$ cat src/rtl/cva6_instr_sequencer.sv
// Instruction source for cva6_processor_shim: latches a fixed program on start and
// issues it in order over valid/ready, idling MEM_GAP cycles after each load/store.
module cva6_instr_sequencer #(
    parameter int NUM_INSTR = 4,
    parameter int ILEN      = 32,
    parameter int MEM_GAP   = 1,
    parameter int CW        = $clog2(NUM_INSTR + 1)
) (
    input  logic                      clk_i,
    input  logic                      rst_ni,
    input  logic                      start_i,
    input  logic                      flush_i,
    input  logic [NUM_INSTR*ILEN-1:0] prog_i,
    output logic [ILEN-1:0]           instr_o,
    output logic                      instr_valid_o,
    input  logic                      instr_ready_i,
    output logic                      busy_o,
    output logic                      done_o,
    output logic [CW-1:0]             pc_o,
    output logic [CW-1:0]             issued_cnt_o,
    output logic [CW-1:0]             mem_ops_o
);

    localparam int GW = (MEM_GAP > 0) ? $clog2(MEM_GAP + 1) : 1;

    localparam logic [1:0] S_IDLE  = 2'd0;
    localparam logic [1:0] S_ISSUE = 2'd1;
    localparam logic [1:0] S_GAP   = 2'd2;
    localparam logic [1:0] S_DONE  = 2'd3;

    logic [1:0]                state_q, state_d;
    logic [CW-1:0]             pc_q, pc_d;
    logic [CW-1:0]             issued_q, issued_d;
    logic [CW-1:0]             mem_q, mem_d;
    logic [GW-1:0]             gap_q, gap_d;
    logic [NUM_INSTR*ILEN-1:0] prog_q, prog_d;

    logic [ILEN-1:0] cur_instr;
    logic            is_mem;
    logic            last_slot;

    // Slot select is a compare-mux so pc==NUM_INSTR (in DONE) never indexes out of range.
    always_comb begin
        cur_instr = '0;
        for (int k = 0; k < NUM_INSTR; k++) begin
            if (pc_q == CW'(k)) cur_instr = prog_q[k*ILEN +: ILEN];
        end
    end

    assign is_mem    = (cur_instr[6:0] == 7'b0000011) || (cur_instr[6:0] == 7'b0100011);
    assign last_slot = (pc_q == CW'(NUM_INSTR - 1));

    always_comb begin
        state_d  = state_q;
        pc_d     = pc_q;
        issued_d = issued_q;
        mem_d    = mem_q;
        gap_d    = gap_q;
        prog_d   = prog_q;
        if (flush_i) begin
            state_d  = S_IDLE;
            pc_d     = '0;
            issued_d = '0;
            mem_d    = '0;
            gap_d    = '0;
        end else begin
            case (state_q)
                S_IDLE, S_DONE: begin
                    if (start_i) begin
                        prog_d   = prog_i;
                        pc_d     = '0;
                        issued_d = '0;
                        mem_d    = '0;
                        gap_d    = '0;
                        state_d  = S_ISSUE;
                    end
                end
                S_ISSUE: begin
                    if (instr_ready_i) begin
                        pc_d     = pc_q + 1'b1;
                        issued_d = issued_q + 1'b1;
                        if (is_mem) mem_d = mem_q + 1'b1;
                        // Finishing the program outranks the post-memory bubble.
                        if (last_slot) begin
                            state_d = S_DONE;
                        end else if (is_mem && (MEM_GAP > 0)) begin
                            state_d = S_GAP;
                            gap_d   = GW'(MEM_GAP);
                        end
                    end
                end
                default: begin
                    gap_d = gap_q - 1'b1;
                    if (gap_q <= GW'(1)) state_d = S_ISSUE;
                end
            endcase
        end
    end

    always_ff @(posedge clk_i or negedge rst_ni) begin
        if (!rst_ni) begin
            state_q  <= S_IDLE;
            pc_q     <= '0;
            issued_q <= '0;
            mem_q    <= '0;
            gap_q    <= '0;
            prog_q   <= '0;
        end else begin
            state_q  <= state_d;
            pc_q     <= pc_d;
            issued_q <= issued_d;
            mem_q    <= mem_d;
            gap_q    <= gap_d;
            prog_q   <= prog_d;
        end
    end

    assign instr_valid_o = (state_q == S_ISSUE);
    assign instr_o       = instr_valid_o ? cur_instr : '0;
    assign busy_o        = (state_q == S_ISSUE) || (state_q == S_GAP);
    assign done_o        = (state_q == S_DONE);
    assign pc_o          = pc_q;
    assign issued_cnt_o  = issued_q;
    assign mem_ops_o     = mem_q;

endmodule

$ cat config.mk
export PLATFORM = sky130hd
export DESIGN_NAME = cva6_instr_sequencer
export DESIGN_NICKNAME = d
export VERILOG_FILES = /design/src/rtl/cva6_instr_sequencer.sv
export SDC_FILE = /design/constraint.sdc
export NUM_CORES = 1
export LEC_CHECK = 0
export ABC_AREA = 1
export BUFFER_PORTS_ARGS = -buffer_cell sky130_fd_sc_hd__buf_2
export CORE_UTILIZATION = 57
export CTS_BUF_LIST = sky130_fd_sc_hd__clkbuf_16
export CTS_CLUSTER_DIAMETER = 120
export CTS_CLUSTER_SIZE = 28
export DETAILED_ROUTE_END_ITERATION = 7
export PLACE_DENSITY = 0.86
export SETUP_SLACK_MARGIN = 0.05
export SYNTH_ARGS = -nofsm -noshare
export SYNTH_HDL_FRONTEND = slang
export SYNTH_SLANG_ARGS = --single-unit
export TNS_END_PERCENT = 50
$ cat constraint.sdc
create_clock -name clk_i -period 5.7 [get_ports clk_i]
set_input_delay 0.285 -clock clk_i [delete_from_list [all_inputs] [get_ports clk_i]]
set_output_delay 0.285 -clock clk_i [all_outputs]
set_load 0.01 [all_outputs]
; Word level (Yosys, flattened, before mapping)
; Cells that the tools add are included.
[word_totals]
in_bits = 133
word_cells = 66
reg_bits = 140
[op_classes]
n_bitwise = 1
n_addsub = 4
n_eq_ne = 13
n_lt_le_gt_ge = 1
n_mux = 29
n_reduce_logical = 12
[op_table]
columns = op, n
row1 = two-way mux 32 bit, 5
row2 = two-way mux 3 bit, 8
row3 = case mux 3 bit (2 select lines), 3
row4 = two-way mux 2 bit, 6
row5 = AND reduction 4 bit, 3
row6 = "adder 3 x 1 -> 3 bit, second input constant", 3
row7 = "== test 7 x 2 -> 1 bit, second input constant", 1
row8 = "== test 7 x 6 -> 1 bit, second input constant", 1
row9 = "== test 3 x 2 -> 1 bit, second input constant", 2
row10 = "!= test 3 x 2 -> 1 bit, second input constant", 2
row11 = "!= test 3 bit, second input constant", 2
row12 = AND reduction 3 bit, 2
row13 = two-way mux 1 bit, 5
row14 = "== test 2 bit, second input constant", 2
row15 = "!= test 4 x 2 -> 1 bit, second input constant", 1
row16 = case mux 2 bit (2 select lines), 1
row17 = nonzero test 4 bit, 1
row18 = "== test 3 x 1 -> 1 bit, second input constant", 1
row19 = logical NOT 3 bit, 1
row20 = nonzero test 3 bit, 1
row21 = "== test 2 x 1 -> 1 bit, second input constant", 1
row22 = logical NOT 2 bit, 1
row23 = logical OR 1 bit, 2
row24 = case mux 1 bit (2 select lines), 1
row25 = 4 further kinds, 4

; Longest topological paths before layout
[depth]
depth_word = 12
depth_mapped = 16

; Worst setup path after synthesis
; OpenSTA, ideal clock, no wires.
[synth_timing]
path_kind = reg2out
start = register pc_q[0] (netlist: pc_o[0])
end = output instr_o[11]
arrival_ps = 1787
setup_slack_ps = 3628
required_time_ps = 5415
stages_incl_launch_ff = 9
path_buffers = 3
path_cell_list = dfrtp_1 -> ha_1 -> ha_1 -> buf_2 -> inv_1 -> buf_2 -> clkbuf_1 -> o21ai_0 -> a21oi_1
[synth_via]
elab_chain_cells = 6
word_cells_on_any_way = 9
classes_between = 3 x eq/ne / 5 x mux / 1 x reduce/logical
[synth_lines]
columns = element, line
row1 = "start, declared", 32  ; logic [CW-1:0] pc_q, pc_d;
row2 = "start signal, assigned", 110  ; pc_q <= pc_d;
row3 = logical NOT 3 bit, 46  ; if (pc_q == CW'(k)) cur_instr = prog_q[k*ILEN +: ILEN];
row4 = two-way mux 32 bit (3 in series), 46
row5 = two-way mux 32 bit *, 46
row6 = two-way mux 32 bit *, 119  ; assign instr_o = instr_valid_o ? cur_instr : '0;
row7 = "end, declared", 14  ; output logic [ILEN-1:0] instr_o,
; Every way passes the cells marked *; elsewhere a longest branch is shown, timed or not.

; Final worst setup path
[layout_timing]
start = register pc_q[1] (netlist: pc_o[1])
end = output instr_o[28]
; Same word-level chain as after synthesis.

==> results.toml <==
[detailed_routing]
wl_per_cell_um = 18.4
num_vias = 5239
drtIter0Drc = 362
drt_drc_violations_left = 0
drtAntennaViolNets = 0
drt-total-wl_um = 17100
via_per_inst = 5.61
firstDrtPassIters = 5

[synthesis]
synth_compound_area_share_pct = 7.84
synth-seq-area-share_pct = 52.6
yosys_warnings = 0
synth-seq-cells = 139
synth_adder_area_share_pct = 1.70
synth_cells = 624
synth_area_leaders = "dfrtp_1, mux2_2, nand3_1"
synth_mux_area_share_pct = 20.4
avgSynthCellArea_um2 = 10.6
synth.net_count = 766
synth-xor-area-share_pct = 0
syn-cell-area_um2 = 6620
yosysUniqueCellTypes = 27
yosysTopAreaCellShare_pct = 52.6
yosys.area.top_type = "dfrtp_1"
synth_top_family_by_area = "multiplexers"
synthSimpleGateAreaFrac_pct = 12.4

[cts]
cts-htree-levels = 4
numCtsBuffers = 17
insertion_delay_ns = 0.42
cts_tree = "built"
clock-root-buffer = "clkbuf_16"
cts_max_path_buffers = 2
cts_num_sinks = 139
clkTransAtPathRegs_ns = 0.06

[global_route]
grt_pass1_wl_um = 25800
grt_pass1_vias = 5278
antenna_found_initial = 2
track_usage_pct = 30.0
overflow = 0
grt_max_degree = 91

[pwr]
p_per_area_nw_per_um2 = 589
p_leak_uw = 0.00401
intPower_uw = 3010
p_clk_share_pct = 22.2
seq_power_share_pct = 37.1
vdd_drop_max_uv = 381
switching_share_pct = 36.8
p_switching_uw = 1750
p_comb_share_pct = 40.8

[placed_design]
dp_hpwl_um = 12400
place_area_um2 = 7510
portBuffers = 176
gp_congestion = 0.861

[die]
core.rowCount = 38
die-height_um = 110
die_x_um = 110
start_util_pct = 59.7
io_pins = 177
die_area_um2 = 12000
core_um2 = 11100

[worst_setup_path]
crit_arrival_ns = 3.27
critPathRequiredTime_ns = 5.41
end_kind = "output pin"
r2r-end = "issued_cnt_o[2]"
worstPathCellList = "inv_1 > ha_1 > inv_6 > nor2_2 > nand2_1 > nand3_1 > o21ai_0 > a21oi_1 > buf_2"
crit_slowest_cell = "nor2_2"
worst-r2r-cell-count = 10
cp-start-kind = "flop"
reg2reg_from = "state_q[1]"
cp_top_family = "simple AND/OR/NAND/NOR gates"
r2r_setup_slack_ns = 2.54
cpPeakStageDelay_ns = 0.95
critPathKind = "reg2out"
timing.critical_path.buf_inv = 3
crit_path_max_fanout = 29

[timing]
worst_pin_slew_ns = 1.21
setup_violations = 0
fin_skew_ns = 0.00702
post-route-min-period_ns = 3.55
relSlewSlack_pct = 19.0
hold_viol_final = 0
fmax_mhz = 281
rsz0062_at_grt = "false"
finalCritPeriodShare_pct = 62.3
timing.setup.tns_ns = 0
finalMaxSlewViolations = 0

[cells_and_area]
area_delta_synth_final_pct = 22.2
mostFrequentLayoutCells = "buf_2, dfrtp_1, mux2_2"
final_common_cell = "buf_2"
nNetsFinal = 924
antenna_cells = 0
fin_area_um2 = 8090
final_layout_size_suffix_gt1_share_pct = 43.1

[status]
status = "finished, final reports clean"

[hold_path]
whs_path_depth = 2
holdPathEnd = "prog_q[14]"
hold_path_class = "in2reg"
hold_start = "prog_i[14]"

[run]
maxCapViolations = 0
==> timing repair <==
item	in CTS	in global routing
setup buffers	0	0
hold endpoints to repair	49	0
hold buffers	1	0
resized for setup	0	0
==> metrics by stage <==
stage	utilization, %	power (µW)	std cells	setup slack, ns	hold WS, ns
final	73.0	4760	934	2.15	0.0982
after global routing	73.0	5070	934	1.79	0.0831
after CTS	73.0	4790	934	2.16	0.0810
after detailed placement	67.8	3700	902	2.58	0.259
after global placement	67.8	3610	902	2.70	0.258
after floorplan	-	3070	624	3.63	-0.0106
==> per-layer routing <==
layer / track usage [%] / share of wire [%] / vias up / routed length (µm)
li1: - / - / 2448 / -
met1: 30.9 / 36 / 2534 / 6090
met2: 54.0 / 53 / 212 / 9080
met3: 9.54 / 7.7 / 41 / 1320
met4: 15.8 / 3.7 / 4 / 629
met5: 0 / 0.12 / - / 21
==> cells in the mapped netlist (all sizes together) <==
| cell | n |
|---|---|
| buf | 27 |
| ha | 9 |
| a21oi | 40 |
| nand4 | 1 |
| inv | 31 |
| nand3 | 72 |
| or2 | 2 |
| nor3 | 2 |
| nor2 | 25 |
| dfrtp | 139 |
| nand2 | 77 |
| clkbuf | 15 |
| o21ai | 60 |
| mux2 | 120 |
| and3 | 1 |
| nand3b | 2 |
| o31ai | 1 |
==> power groups by stage <==
| stage | Sequential, µW | Combinational [µW] | Clock, µW |
|---|---|---|---|
| final | 1770 | 1940 | 1060 |
| after CTS | 1760 | 1950 | 1070 |
| after global routing | 1810 | 2150 | 1110 |
| after global placement | 1740 | 1870 | 0 |
| after floorplan | 1650 | 1420 | 0 |
| after detailed placement | 1770 | 1930 | 0 |
==> kinds of logic (layout without fill, tap and decap cells) <==
logic type	after synthesis	after routing
and+or+nand+nor	182	182
DFF	139	139
muxes	120	120
AOI/OAI and AO/OA	101	101
buffers and inverters	73	243
adders and majority gates	9	9
==> sequential cells by signal, indices dropped and copies added (netlist names) <==
signal,cells
mem_ops_o,3
state_q,2
pc_o,3
prog_q,128
issued_cnt_o,3
==> final cells by class <==
| cell class | instances | area [µm²] |
|---|---|---|
| Inverter | 31 | 121 |
| Timing Repair Buffer | 181 | 927 |
| Fill cell | 813 | 2990 |
| Clock inverter | 14 | 141 |
| Tap cell | 140 | 175 |
| Clock buffer | 17 | 425 |
| Multi-Input combinational cell | 412 | 2820 |
| Sequential cell | 139 | 3480 |
==> how the worst max path moves through the flow <==
stage / depth (start not counted) / from / end / slack [ns]
after detailed placement: 10 / state_q[1] / issued_cnt_o[2] / 2.58
final: 9 / pc_o[1] / instr_o[28] / 2.15
after CTS: 9 / pc_o[1] / instr_o[23] / 2.16
after floorplan: 8 / pc_o[0] / instr_o[11] / 3.63
after global routing: 9 / pc_o[1] / instr_o[10] / 1.79
after global placement: 9 / pc_o[1] / instr_o[10] / 2.70
Power figures use the tool's default switching activity.
